File: src/rtl/seg7_scan_driver.sv
// Four-digit multiplexed 7-segment driver: snapshots digit codes once per frame,
// scans one digit per slot with a leading blank window, and drives registered pins.
module seg7_scan_driver #(
  parameter int unsigned REFRESH_DIV  = 100000,
  parameter int unsigned BLANK_CYCLES = 2,
  parameter bit          ACTIVE_LOW   = 1'b1,
  parameter bit          LZ_BLANK     = 1'b0
) (
  input  logic       sys_clk,
  input  logic       reset,
  input  logic [4:0] bcd3,
  input  logic [4:0] bcd2,
  input  logic [4:0] bcd1,
  input  logic [4:0] bcd0,
  input  logic       si,
  output logic [3:0] an,
  output logic [6:0] seg,
  output logic       dp
);

  localparam int unsigned   CW        = $clog2(REFRESH_DIV);
  localparam logic [CW-1:0] CNT_MAX   = CW'(REFRESH_DIV - 1);
  localparam logic [CW-1:0] BLANK_END = CW'(BLANK_CYCLES);

  logic [CW-1:0]   cnt;
  logic [1:0]      idx;
  logic            tick;
  logic [3:0][4:0] sh_bcd;
  logic            sh_si;

  logic [3:0]      zero_above;
  logic            blank_win;
  logic            suppress;
  logic [3:0]      an_hi;
  logic [6:0]      seg_hi;
  logic            dp_hi;

  function automatic logic [6:0] decode(input logic [4:0] code);
    logic [6:0] s;
    case (code)
      5'd0:    s = 7'b0111111;
      5'd1:    s = 7'b0000110;
      5'd2:    s = 7'b1011011;
      5'd3:    s = 7'b1001111;
      5'd4:    s = 7'b1100110;
      5'd5:    s = 7'b1101101;
      5'd6:    s = 7'b1111101;
      5'd7:    s = 7'b0000111;
      5'd8:    s = 7'b1111111;
      5'd9:    s = 7'b1101111;
      5'd31:   s = 7'b0001000;
      default: s = 7'b0000000;
    endcase
    return s;
  endfunction

  assign tick = (cnt == CNT_MAX);

  // Shadows load on the frame-wrapping tick so a whole frame shows one coherent snapshot.
  always_ff @(posedge sys_clk or posedge reset) begin
    if (reset) begin
      cnt    <= '0;
      idx    <= '0;
      sh_bcd <= '0;
      sh_si  <= 1'b0;
    end else begin
      cnt <= tick ? '0 : cnt + CW'(1);
      if (tick) begin
        idx <= idx + 2'd1;
        if (idx == 2'd3) begin
          sh_bcd <= {bcd3, bcd2, bcd1, bcd0};
          sh_si  <= si;
        end
      end
    end
  end

  always_comb begin
    zero_above    = '0;
    zero_above[3] = (sh_bcd[3] == 5'd0);
    zero_above[2] = zero_above[3] && (sh_bcd[2] == 5'd0);
    zero_above[1] = zero_above[2] && (sh_bcd[1] == 5'd0);
    zero_above[0] = 1'b0;

    blank_win = (cnt < BLANK_END);
    suppress  = LZ_BLANK && zero_above[idx];

    seg_hi = suppress ? 7'b0000000 : decode(sh_bcd[idx]);
    an_hi  = blank_win ? 4'b0000 : (4'b0001 << idx);
    dp_hi  = !blank_win && (idx == 2'd3) && sh_si;
  end

  always_ff @(posedge sys_clk or posedge reset) begin
    if (reset) begin
      an  <= {4{ACTIVE_LOW}};
      seg <= {7{ACTIVE_LOW}};
      dp  <= ACTIVE_LOW;
    end else begin
      an  <= an_hi  ^ {4{ACTIVE_LOW}};
      seg <= seg_hi ^ {7{ACTIVE_LOW}};
      dp  <= dp_hi  ^ ACTIVE_LOW;
    end
  end

endmodule
File: config.mk
export PLATFORM = sky130hd
export DESIGN_NAME = seg7_scan_driver
export DESIGN_NICKNAME = d
export VERILOG_FILES = /design/src/rtl/seg7_scan_driver.sv
export SDC_FILE = /design/constraint.sdc
export NUM_CORES = 1
export LEC_CHECK = 0
export CELL_PAD_IN_SITES_DETAIL_PLACEMENT = 1
export CELL_PAD_IN_SITES_GLOBAL_PLACEMENT = 1
export CORE_MARGIN = 5
export CORE_UTILIZATION = 40
export DETAILED_ROUTE_END_ITERATION = 10
export HOLD_SLACK_MARGIN = 0.1
export PLACE_DENSITY = 0.87
export SYNTH_ARGS = -nofsm -noshare
export SYNTH_HDL_FRONTEND = slang
export SYNTH_SLANG_ARGS = --single-unit
File: constraint.sdc
create_clock -name sys_clk -period 1.7 [get_ports sys_clk]
set_input_delay 0.17 -clock sys_clk [delete_from_list [all_inputs] [get_ports sys_clk]]
set_output_delay 0.17 -clock sys_clk [all_outputs]
set_load 0.005 [all_outputs]
* Word level (Yosys, flattened, before mapping) *
Memories as Yosys holds them, arrays and structs flattened.
Cells that the tools add are included.

operators by class
  reductions and logical operators = 4
  bitwise gates (word level) = 3
  equal/unequal tests = 2
  mux-type cells = 4
  divide/modulo/power cells = 0
  multipliers = 0
  order comparisons = 2
  add/subtract/negate cells = 2
  shift-type cells = 1

operator list
  cell                     count
  $add A17 B1 Y17 const B  1
  $eq A17 B17 Y1 const B   1
  $lt A17 B2 Y1 const B    1
  $mux W17                 1
  $bmux W5 S2              1
  $not A7 Y7               1
  $mux W5                  1
  $mux W4                  1
  $not A4 Y4               1
  $shl A1 B2 Y4 const A    1
  $lt A2 B3 Y1 const B     1
  $add A2 B1 Y2 const B    1
  $eq A2 B2 Y1 const B     1
  $logic_and A1 B1 Y1      2
  $reduce_and A2 Y1        1
  $logic_not A1 Y1         1
  $not A1 Y1               1

word-level totals
  register bits = 52
  bits in read-only memories = 224
  latch bits = 0
  memories = 1
  RAM bits = 0

memories
  name              depth  bits a word  rd ports  clocked after Yosys merged registers in  write ports  line  source
  (name not given)  32     7            1         0                                        0            40    case (code)

* Logic depth before layout (Yosys ltp) *
  word-level depth = 5
  depth in mapped cells = 7
  mapped depth without buffers = 6

* Worst setup path after synthesis *
Ideal clock, no wire load.

  path kind = register to register
  from = reg idx[0]
  to = reg seg[3]
  library setup time = 0.073 ns
  stages on the path, launching flop included = 8
  arrival time = 1.673 ns
  path slack = -0.046 ns
  required time = 1.627 ns
  period minus slack after synthesis = 1.746 ns
  cell sequence = dfrtp_1 -> buf_4 -> mux4_2 -> inv_1 -> ha_1 -> nand2_1 -> o31ai_1 -> a21oi_1

between the ends
  word-level cells in the longest chain between the ends = 4

RTL lines
  what                           line  source
  start: declaration             26    logic [1:0] idx;
  start signal: assignment       69    idx <= idx + 2'd1;
  $bmux W5 S2                    88    seg_hi = suppress ? 7'b0000000 : decode(sh_bcd[idx]);
  $mux W5 (not written as such)  88
  $mem_v2 Z32 W7                 --
  $not A7 Y7 (no source line)    --
  end signal: assignment         96    seg <= {7{ACTIVE_LOW}};
  end signal: assignment         100   seg <= seg_hi ^ {7{ACTIVE_LOW}};
  end: declaration               17    output logic [6:0] seg,

Every way passes these cells. The select of a mux whose other input is x is not followed.
A chain may end at the register's enable or synchronous reset.

* Worst setup path in the final report *
  from = reg idx[0]
  to = reg seg[6]

Same word-level chain as after synthesis.

==> flow_summary.ini <==
[critical_path]
path_cells = mux4_2 > buf_6 > buf_4 > xor2_2 > a21oi_1
crit_fanout = 5
r2r_setup_slack_ns = -0.1
required_ns = 1.94
path_buf_inv = 2
ff2ff_path_depth = 5
crit_cells = 5
worstSetupStartpoint = idx[0]
arrival_ns = 2.04
crit_family = multiplexers
endpoint_kind = flop
worst_path_largest_cell_delay_ns = 0.63
r2r_start = idx[0]
start_kind = flop
criticalPathCategory = flop to flop
cp_slowest_cell = mux4_2

[timing]
post-route-period-util_pct = 106
fin_tns_setup_ns = -1.38
fin_ws_ns = -0.0988
maxSlewViolCount = 0
slew_headroom_pct = 67.5
fin_skew_ns = 0.0170
finalHoldViolations = 0
fin_crit_ns = 1.80
rsz0062_at_grt = yes
setup_viol = 33
max_freq_mhz = 556
worst_pin_slew_ns = 0.487
fin_hold_ws_ns = 0.192

[finish]
drive_gt1_share_pct = 45.3
post-route-util_pct = 56.7
diodes = 0
finalNonFillerCells = 344
area_growth_pct = 39.8
postLayoutCellArea_mm2 = 0.00356
fin_nets = 300

[placed_design]
portBuffers = 34
dp_hpwl_um = 4550
gp_congestion = 0.775
place_ws_ns = -0.167
dpl_cell_area_mm2 = 0.00321
numPlacedInstances = 326

[pwr]
p_leak_nw = 1.57
totalPowerFinal_mw = 2.33
powerDensity_mw_per_mm2 = 654
peakVddDrop_v = 0.000483

[yosys]
synth_edf_count = 0
synthTopCellsByCount = dfrtp_1, mux2_4, nand2_1
synth_area_leaders = dfrtp_1, dfstp_2, mux2_4
yosys.area.top_type = dfrtp_1
async_flop_share_pct = 100
synth_warnings = 0
ys_seq_elements = 52
syn_inst = 190
synth_most_common_cell = dfrtp_1
syn_avg_cell_area_um2 = 13.4
seq_area_frac_synth_pct = 51.7
synth_fp_nets = 224
ys.flop_type = dfrtp_1
synthesis.area_mm2 = 0.00254
synth_top_area_share_pct = 39.3
ys_types = 39

[floorplanning]
start_util_pct = 40.5
fp.dieH_um = 89.8
rows = 29
dieArea_mm2 = 0.00806
dieWidth_um = 89.8
core_mm2 = 0.00628
io_pins = 35

[outcome]
status = finished with violations
violations = negative setup slack

[clock_tree]
htreeDepth = 2
clk_path_buf_depth = 2
clk_latency_ns = 0.31
cts_buffers = 5
path_clk_slew_ns = 0.11
clock_sinks = 52
clockRootBuffer = clkbuf_8
cts_tree = built

[drt]
top_layer = met4
drc_errors = 0
drt_first_pass_iters = 4
wl_um = 6900
via_per_inst = 5.26
wire_per_inst_um = 20.1
ant_nets = 0
wl_met2_um = 4010
vias = 1811
drt-initial-drc-count = 44
dr_wl_met3_um = 229
wl_met1_um = 2500

[flow_run]
drv_cap = 0

[worst_hold_path]
hp-class = primary input to async pin

[global_route]
overflow = 0
grt.total_usage_pct = 16.9
antenna_found_initial = 0
grt_max_degree = 22
grt_pass1_vias = 2137
grt_pass1_wl_um = 11000
==> cells in the final DEF (no fill, tap or decap), types with 4 or more instances in the layout <==
cell type        synthesis  routed
dfstp_2                 12      12
clkbuf_8                 0       6
clkdlybuf4s50_1          0      34
buf_4                    1      29
nor3_1                   7       5
nand2_1                 13      11
xnor2_1                 11      10
inv_1                    7       4
mux4_2                   5       5
a21oi_1                  4       4
ha_4                     0       5
mux2_4                  20      22
ha_1                    11       4
nor2_1                  10       9
nand4_1                  7       7
dfrtp_1                 40      39
nand3_1                  5       5
buf_6                    2       8
==> cells by family after synthesis <==
logic type | count (synthesis) | share of synthesized area [%]
flops | 52 | 51.7
fa+ha+maj | 11 | 5.41
buf+inv | 13 | 2.75
simple gates | 56 | 13.4
compound gates | 13 | 3.29
xor+xnor | 15 | 5.16
mux | 30 | 18.3
==> worst register-to-register path, delay by kind of cell, from the launching register on <==
family / cells / cell delay (ns)
compound gates: 1 / 0.15
xor+xnor: 1 / 0.18
buf+inv: 2 / 0.33
flops: 1 / 0.45
mux: 1 / 0.63
==> power breakdown <==
part	internal [mW]	switching, mW
clock network	0.326	0.419
logic	0.164	0.113
registers	1.28	0.0225
total	1.77	0.554
==> registers in the layout, summed over array words and instances (netlist names) <==
signal and cells:
sh_bcd 20, cnt 17, seg 7, an 4, idx 2, dp 1, sh_si 1
==> final timing paths <==
kind	end
min in group sys_clk	dp
worst min register to register	dp
worst min-delay path	sh_bcd[3]
worst max register to register	seg[6]
max in group asynchronous	an[3]
worst max-delay path	seg[6]
==> area by class of cell <==
type / count / area, µm²
fillers: 641 / 2720
flip-flops and latches: 52 / 1320
multi-input cells: 125 / 1310
repair buffers: 74 / 708
well taps: 77 / 96.3
clock buffers: 6 / 82.6
inverters: 8 / 32.5
clock inverters: 2 / 10.0
==> what timing repair did <==
| item | in CTS | in global routing |
|---|---|---|
| setup endpoints to repair | 29 | 45 |
| setup buffers | 7 | 3 |
| gates cloned | 0 | 0 |
| hold endpoints to repair | 0 | 0 |
| hold buffers | 0 | 0 |
| gates resized for setup | 15 | 24 |
| pin swaps | 6 | 17 |
==> per-layer routing <==
metal | vias up | track usage, %
li1 | 820 | -
met1 | 942 | 18.0
met2 | 37 | 32.0
met3 | 12 | 3.92
met4 | 0 | 6.42
met5 | - | 0
Note: power is estimated with default switching activity, not from simulation.
